## config.mk

```make
export PLATFORM = sky130hd
export DESIGN_NAME = check_slot
export DESIGN_NICKNAME = d
export VERILOG_FILES = /design/src/rtl/wb_result_checker_pkg.sv /design/src/rtl/wb_result_checker_check_slot.sv
export SDC_FILE = /design/constraint.sdc
export NUM_CORES = 1
export LEC_CHECK = 0
export ABC_AREA = 1
export CORE_MARGIN = 5
export CORE_UTILIZATION = 35
export CTS_CLUSTER_DIAMETER = 30
export DETAILED_ROUTE_END_ITERATION = 8
export PLACE_DENSITY = 0.63
export SLEW_MARGIN = 20
export SYNTH_ARGS = -nofsm -noshare
export SYNTH_HDL_FRONTEND = slang
export SYNTH_SLANG_ARGS = --single-unit
```

## constraint.sdc

```tcl
create_clock -name clock -period 3.2 [get_ports clock]
set_input_delay 0.64 -clock clock [delete_from_list [all_inputs] [get_ports clock]]
set_output_delay 0.64 -clock clock [all_outputs]
set_load 0.1 [all_outputs]
```

## src/rtl/wb_result_checker_pkg.sv

```systemverilog
// Shared types for the writeback/store result checker: entry layout, kinds and FSM states.
package wb_checker_pkg;

    // Table entries are sized to the default bus widths; wider buses need these widened too.
    localparam int CHK_XLEN = 32;
    localparam int CHK_AW   = 10;

    typedef enum logic {
        CHK_REG = 1'b0,
        CHK_MEM = 1'b1
    } check_kind_e;

    typedef enum logic [1:0] {
        IDLE  = 2'd0,
        RUN   = 2'd1,
        CHECK = 2'd2,
        DONE  = 2'd3
    } chk_state_e;

    typedef struct packed {
        logic                valid;
        check_kind_e         kind;
        logic [CHK_AW-1:0]   addr;
        logic [CHK_XLEN-1:0] expected;
    } check_entry_t;

    function automatic logic accepts_cmd(chk_state_e s);
        return (s == IDLE) || (s == DONE);
    endfunction

endpackage

```

## src/rtl/wb_result_checker_check_slot.sv

```systemverilog
// One expected-value table entry plus the last value observed for its register or word.
module check_slot
    import wb_checker_pkg::*;
#(
    parameter int XLEN   = CHK_XLEN,
    parameter int REG_AW = 5,
    parameter int DM_AW  = CHK_AW
)(
    input  logic              clock,
    input  logic              reset,
    input  logic              cfg_we,
    input  logic              cfg_valid,
    input  check_kind_e       cfg_kind,
    input  logic [DM_AW-1:0]  cfg_addr,
    input  logic [XLEN-1:0]   cfg_data,
    input  logic              clear,
    input  logic              capture,
    input  logic              rf_we,
    input  logic [REG_AW-1:0] rf_rd,
    input  logic [XLEN-1:0]   rf_wdata,
    input  logic              dm_we,
    input  logic [DM_AW-1:0]  dm_addr,
    input  logic [XLEN-1:0]   dm_wdata,
    output logic              valid,
    output logic              match
);

    check_entry_t    entry;
    logic [XLEN-1:0] observed;
    logic            seen;
    logic            reg_hit;
    logic            mem_hit;
    logic            zero_reg;

    assign zero_reg = (entry.kind == CHK_REG) && (entry.addr[REG_AW-1:0] == '0);
    assign reg_hit  = capture && entry.valid && (entry.kind == CHK_REG) && rf_we &&
                      (rf_rd == entry.addr[REG_AW-1:0]) && (rf_rd != '0);
    assign mem_hit  = capture && entry.valid && (entry.kind == CHK_MEM) && dm_we &&
                      (dm_addr == DM_AW'(entry.addr));

    // NOTE: the table lives in flops rather than RAM, so the async reset can clear it.
    always_ff @(posedge clock or negedge reset) begin
        if (!reset) begin
            entry <= '0;
        end else if (cfg_we) begin
            entry <= '{valid: cfg_valid, kind: cfg_kind,
                       addr: CHK_AW'(cfg_addr), expected: CHK_XLEN'(cfg_data)};
        end
    end

    // NOTE: non-blocking assignments so every flop samples the pre-edge values.
    always_ff @(posedge clock or negedge reset) begin
        if (!reset) begin
            observed <= '0;
            seen     <= 1'b0;
        end else if (clear) begin
            observed <= '0;
            seen     <= 1'b0;
        end else if (reg_hit) begin
            observed <= rf_wdata;
            seen     <= 1'b1;
        end else if (mem_hit) begin
            observed <= dm_wdata;
            seen     <= 1'b1;
        end
    end

    // x0 is hardwired, so its entry compares against a constant zero.
    assign valid = entry.valid;
    assign match = zero_reg ? (XLEN'(entry.expected) == '0)
                            : (seen && (observed == XLEN'(entry.expected)));

endmodule

```

==> results of run 1 <==
## power groups by stage
stage               combinational (µW)  sequential, µW  clock (µW)
finish                             395            1060         913
global route                       445            1070         986
CTS                                401            1060         940
detailed placement                 399            1080           0
global placement                   394            1080           0
floorplan                          172            1080           0
## area by class of cell
class / instances / area, µm²
multi-input cells: 385 / 1880
fillers: 1215 / 6080
repair buffers: 136 / 1340
well taps: 147 / 184
flip-flops and latches: 77 / 1930
clock buffers: 11 / 243
clock inverters: 4 / 25.0
inverters: 88 / 330
## flip-flops by register name, summed over array words and instances, names as in the netlist
register / count
seen: 1
observed: 32
entry: 43
valid: 1
## per-layer routing
layer,up-vias,share of wire
met5,-,0
met4,0,0.014
met1,1761,0.49
met3,11,0.054
li1,2065,-
met2,119,0.44
## stage by stage
stage                     hold WS, ps   util  cell area (µm²)  setup WS [ps]  cells
after detailed placement          523  0.471             5660            526    833
after global routing              415  0.494             5930            539    848
after CTS                         515  0.494             5930            729    848
final                             333  0.494             5930            763    848
after floorplan                   344      -             4290           1020    578
after global placement            513  0.471             5660            547    833
## layout by cell type (no fill, tap or decap), drive strengths merged
master / synthesis / final
a21oi: 2 / 2
a31oi: 1 / 1
buf: 15 / 9
clkbuf: 13 / 11
clkdlybuf4s50: 0 / 127
clkinv: 1 / 3
clkinvlp: 0 / 2
dfrtp: 77 / 77
inv: 87 / 87
mux2: 8 / 8
nand2: 197 / 197
nand3: 9 / 9
nand4: 43 / 43
nor2: 18 / 18
nor3: 4 / 4
nor4: 3 / 3
o21ai: 75 / 75
o22ai: 1 / 1
or2: 3 / 3
xnor2: 13 / 13
xor2: 8 / 8
## worst max path at each step
stage,end,depth (start not counted),slack (ps)
floorplan,match,6,1020
global placement,observed[3],10,550
detailed placement,observed[1],10,530
CTS,match,8,730
global route,match,8,540
finish,match,8,760
## worst max-delay path: cells and delay by family (launching register included)
kind	cells	cell delay (ps)
flip-flops	1	360
AND/OR/NAND/NOR	6	700
buffers and inverters	2	410
## cell usage after synthesis, types with 5 or more instances
cell type,instances,share of area
dfrtp_1,77,0.45
mux2_2,8,0.021
nand4_1,43,0.063
nand3_1,7,0.0082
inv_1,83,0.073
nor2_1,16,0.014
clkbuf_1,13,0.011
nand2_1,197,0.17
buf_6,5,0.013
xor2_1,8,0.016
xnor2_1,13,0.027
buf_2,6,0.0070
o21ai_0,75,0.087
## logic make-up (layout without fill, tap and decap cells)
| logic type | Yosys count | count (layout) |
|---|---|---|
| AND/OR/NAND/NOR | 277 | 277 |
| buffers and inverters | 116 | 239 |
| multiplexers | 8 | 8 |
| AO/OA/AOI/OAI | 79 | 79 |
| flip-flops | 77 | 77 |
| XOR/XNOR | 21 | 21 |
==> results.txt, run 1 <==
The switching power came out at 586 µW. The number of buffers inserted by hold repair at cts is 0. Across the VDD grid, the largest voltage drop is 0.262 mV. Of the synthesized area, sequential elements account for 0.449. Clock-pin slew was measured on the worst setup and hold paths at 60 ps. Setup repair after global routing left no endpoint under its margin. The layout-stage area growth over the synthesis result is 38.3%. For the final database, setup skew stands at 4.23 ps. The clock network fraction of design power is 0.385.

The largest incremental delay on the critical path came out at 360 ps. In this run the worst path has a maximum fanout of 4. The number of placement rows came out at 40. The power share of the combinational group came out at 0.166. The worst setup path is captured at a primary output. The worst max-slew margin expressed relative to the limit came out at 0.363. Counting every sink on the clock net gives 77.

In this run the clock root is driven by a clkbuf_16. Clock tree synthesis inserted a total of 9 buffers. The internal power consumption came out at 1790 µW. The type of the worst setup path is reg -> out.

The switching power share of the total is 0.247. The overall fraction of global-route tracks in use is 0.161. The global routing stage identified its most utilized layer as met2. The slew of the pin with the lowest slew margin came out at 955 ps.

The data arrival time at the worst-slack endpoint is 1800 ps. The area of the die came out at 14600 µm². The detailed-router iteration count before antenna repair came out at 4.

For this design, the slowest cell found on the critical path is dfrtp_1. After synthesis the netlist holds a flip-flop and latch count of 77. The worst reg-to-reg path cell count came out at 11.

The setup fix buffers added after clock tree synthesis is 0. During I/O placement, the number of pins put on the boundary was 132. The via count is 3956.

The post-synthesis compound-gate area fraction was 0.0953. Buffers placed on the I/O ports in this run total 131. The ratio of cells with drive above 1 in the final layout came out at 0.0613. The type of element launching the critical path is a flop. The later-pin clock latency in the skew report is 330 ps. By area, the combinational part of the netlist is dominated by simple AND/OR/NAND/NOR gates. The core region is 12000 µm².

Walking the worst path, the cells encountered are inv_1 > nand3_1 > nor3_1 > nand3_1 > nor2_1 > nand2_1 > nand2_1 > buf_4. The share of total power dissipated in sequential elements is 0.449. The number of enable-type register cells in the synthesized netlist came out at 0. The total wire length after detailed routing is 11300 µm. Entering global routing, the biggest net connects 98 pins. The total power is 2370 µW. The number of nets in the layout came out at 827. The detailed placer's ending HPWL is 8450 µm. The final weighted congestion of routability-driven global placement came out at 0.881.

The via count of the first global-routing pass was 4036. The horizontal die dimension came out at 121 µm. The mean area per synthesized cell came out at 7.42 µm².

The startpoint identified for the worst register-to-register timing path is entry[33]. The total power divided by cell area is 400 nW/µm². The number of nets with antenna violations after routing is 0.

The repair_antennas step left the layout with diodes totalling 0. The standby leakage power came out at 0.00293 µW. The simple-gate portion of the synthesized area came out at 0.280. TritonCTS built the clock tree.

The chip height came out at 121 µm. The fraction of the mapped netlist area in adder cells is 0. The post-synth design cell area is 4290 µm². The worst register-to-register path ends at observed[1]. In the global route stage, met2 resource usage came out at 0.247.

Setup violations remaining at the end of the flow were counted as 0. The XOR/XNOR share of the synthesized area came out at 0.0429. The H-tree was split into 3 levels. The critical path required time came out at 2560 ps. The global routing usage on met3 is 0.0313.

The max capacitance violation total came out at 0. The average via count per standard cell is 4.67. The critical path starts at entry[9]. The number of DRC markers in iteration 0 is 359. The total nets after synthesis is 708.

The global-route wire length before repair came out at 19000 µm. The count of yosys warnings during synthesis came out at 0. The initial antenna violation count came out at 0. The average wire length per cell after detail routing is 13.3 µm. Setup total negative slack on the finished layout was measured at 0 ps. In the routed design, unresolved DRC markers number 0. The final hold violation count came out at 0. The post-synthesis cell type count came out at 26. The total global routing overflow came out at 0. The initial utilization of the core area, before any placement, comes to 0.357.

Dividing the final minimum period by the clock period gives 0.762. The worst path in the final design needs a cycle of 2440 ps, including I/O delays and setup. The maximum clock path buffer count is 2. The max-slew violation total from the final report came out at 0.

The number of instances in the synthesized netlist came out at 578. The post-CTS resize count came out at 0. The post-synthesis async set-or-reset flop share is 1.00. The internal reg-to-reg setup slack is 1180 ps. The flow ran to the end, and the final reports show no timing, DRC or antenna violations.

The portion of synthesized area spent on multiplexers is 0.0210. The worst hold path class is in -> async. The flip-flop cell with the highest count after synthesis is dfrtp_1. The met1 usage is 0.224. The fmax came out at 410 MHz.
No activity file was read; power rests on OpenSTA's default activity.
==> run 2, diff against run 1 <==
==> constraint.sdc (replaced) <==
create_clock -name clock -period 2.3 [get_ports clock]
set_input_delay 0.46 -clock clock [delete_from_list [all_inputs] [get_ports clock]]
set_output_delay 0.46 -clock clock [all_outputs]
set_load 0.1 [all_outputs]
==> results.txt, run 2 (synthesis results as in run 1) <==
The flow ran to the end, and the final reports show no timing, DRC or antenna violations. The fill cell instance count of the final layout came out at 1182 (-2.7%). The worst hold path class is in -> async. The starting density of the core is 0.357 (unchanged). The overall fraction of global-route tracks in use came out at 0.161 (+0.000830). The met2 wire length was 5260 µm (+6.0%). The setup fix buffers added after clock tree synthesis is 0 (unchanged). TritonCTS built the clock tree. The number of DRC markers in iteration 0 is 311 (-13%). The worst ir drop on vdd was 0.364 mV (+39%).

In the finished design, the share of the clock period the worst path needs comes to 0.940. The max-slew violation total from the final report is 0 (unchanged). The setup path with the least slack is of type reg -> out. entry holds more flip-flops than any other register. The sum of negative setup slack is 0 ps (unchanged). The worst hold slack after final layout is 67.6 ps (-266 ps). The register area is 1930 µm² (unchanged).

The highest routing layer actually used is met4. The total setup violations reported at the end of the flow came out at 0 (unchanged). The startpoint of the worst-slack reg-to-reg timing path is entry[33].

The total wire length after detailed routing came out at 11500 µm (+1.8%). The number of I/O pins came out at 132 (unchanged). The horizontal die dimension is 121 µm (unchanged). The number of nets in the layout is 831 (+0.48%).

For this design, the slowest cell found on the critical path is dfrtp_1. Subtracting the final worst setup slack from the clock period gives 2160 ps. The number of nets with antenna violations after routing was 0 (unchanged).

STA classifies the critical path startpoint as a flop. The critical path starts at entry[30]. The final core utilization came out at 0.503 (+0.00927). The flip-flop count of the largest register, all copies and words added is 43 (unchanged). The maximum level of the CTS H-tree was 3 (unchanged). The via count is 4062 (+2.7%).

The slew of the pin with the lowest slew margin is 439 ps (-516 ps). The area of the die came out at 14600 µm² (unchanged). In the layout the commonest cells are nand2_1, clkdlybuf4s50_1, inv_1. The number of buffers inserted by hold repair at cts is 0 (unchanged). Setup repair after global routing left no endpoint under its margin. The detailed placer's ending HPWL is 8740 µm (+3.5%). The largest incremental delay on the critical path was 410 ps (+50 ps).

The largest registers in the layout are entry x43, observed x32. STA classifies the critical path endpoint as a primary output. The maximum number of pins on one net before global-route repair came out at 98 (unchanged). The clock net sink count is 77 (unchanged). The met1 wire length was 5430 µm (-2.4%). The via count of the first global-routing pass is 4034 (-0.050%). The number of clock buffers inserted by TritonCTS came to 9 (unchanged). The data arrival time at the worst-slack endpoint is 1700 ps (-100 ps). The number of DRC violations after detailed routing is 0 (unchanged). The most common cell after layout, fill and taps aside is nand2_1. The later-pin clock latency in the skew report came out at 330 ps (about the same). The worst max-slew margin expressed relative to the limit came out at 0.707 (+0.344). The max capacitance violation total was 0 (unchanged). The critical path ends at match. The post-CTS resize count is 0 (unchanged).

The fmax came out at 462 MHz. The initial antenna violation count came out at 0 (unchanged). The final weighted congestion of routability-driven global placement is 0.880 (-0.19%). The critical path required time is 1840 ps (-720 ps). The average via count per standard cell came out at 4.77 (+2.2%). Relative to the synthesized area, the layout overhead comes to 40.8%.

The maximum fanout along the worst path came out at 2 (-2). The number of cells on the critical path came to 7 (-1). The maximum clock path buffer count came out at 2 (unchanged). The number of placement rows is 40 (unchanged). CTS placed an instance of clkbuf_16 at the clock tree root. The family of cells with the greatest summed delay on the critical path is simple AND/OR/NAND/NOR gates. The clock-pin slew on the worst setup and hold paths came to 60 ps (about the same). The ratio of cells with drive above 1 in the final layout is 0.0738 (+0.0124). The average wire length per cell after detail routing came out at 13.5 µm (+1.3%). The detailed-router iteration count before antenna repair came out at 5 (+1). The placeable core region came out at 12000 µm² (unchanged). The critical path buffer and inverter count came out at 1 (-1). The final hold violation count came out at 0 (unchanged). The number of buffer cells added on primary ports was 131 (unchanged). The standby leakage power came out at 0.00297 µW (+1.5%). The internal reg-to-reg setup slack came out at 640 ps (-540 ps). The total power divided by cell area came to 558 nW/µm² (+40%). The clock skew came out at 6.54 ps (+2.31 ps). The global-route wire length before repair is 19200 µm (+1.5%).

The worst reg-to-reg path cell count came out at 11 (unchanged). The chip height came out at 121 µm (unchanged). The routed wire length on met3 is 650 µm (+5.7%). The total global routing overflow is 0 (unchanged). The worst register-to-register path ends at observed[1]. The number of diodes was 0 (unchanged). The footprint of the multi-input gates came to 1900 µm² (+0.86%).

Walking the worst path, the cells encountered are xor2_1 > nor3_1 > nand2_1 > nor2_2 > nand3_1 > nand2_2 > buf_12.
run 2: changes by cell type in the layout (fill, tap and decap cells not counted), sizes merged:
| cell | change |
|---|---|
| buf | +4 |
| clkbuf | +1 |
| clkinv | -1 |
run 2: report_power, final:
group / leakage, µW / total, µW / internal, µW / switching, µW
clock network: 0.000137 / 1330 / 810 / 519
registers: 0.000992 / 1480 / 1430 / 53.4
logic: 0.00184 / 562 / 314 / 248
run 2: stage by stage:
step / worst slack (ps) / total power, µW / std cells / instance area, µm²
2_1_floorplan: 290 / 1740 / 578 / 4290
3_3_place_gp: 181 / 2060 / 837 / 5740
3_5_place_dp: 181 / 2070 / 837 / 5740
4_1_cts: 48.5 / 3400 / 852 / 6030
5_1_grt: 26.8 / 3530 / 852 / 6040
6_report: 137 / 3370 / 852 / 6040
run 2: worst reg2reg max path, cell delays in order, from the launching register on:
cell      delay [ps]
dfrtp_1          400
inv_2             90
nand2_1           50
nand2_1           60
clkinv_1          50
nand2_1           70
nor2_2            50
nand3_4          100
buf_12           320
o21ai_0          180
nand2_1          100
nand2_1           50
run 2: layout make-up:
class / instances / area share
flip-flops and latches: 77 / 0.319
inverters: 88 / 0.0546
clock buffers: 12 / 0.0441
multi-input cells: 385 / 0.314
repair buffers: 140 / 0.234
clock inverters: 3 / 0.00331
well taps: 147 / 0.0304
run 2: worst min path at each step:
stage | slack [ps] | cells after the start | endpoint | from
3_5_place_dp | 430 | 1 | entry[5] | reset
4_1_cts | 80 | 1 | entry[5] | reset
6_report | 70 | 1 | entry[6] | reset
3_3_place_gp | 430 | 1 | entry[5] | reset
5_1_grt | 110 | 1 | entry[5] | reset
2_1_floorplan | 160 | 0 | entry[0] | reset
run 2: layer usage:
| layer | track usage | up-vias |
|---|---|---|
| met2 | 0.254 | 110 |
| li1 | - | 2077 |
| met3 | 0.0248 | 14 |
| met4 | 0.0460 | 0 |
| met5 | 0 | - |
| met1 | 0.230 | 1861 |
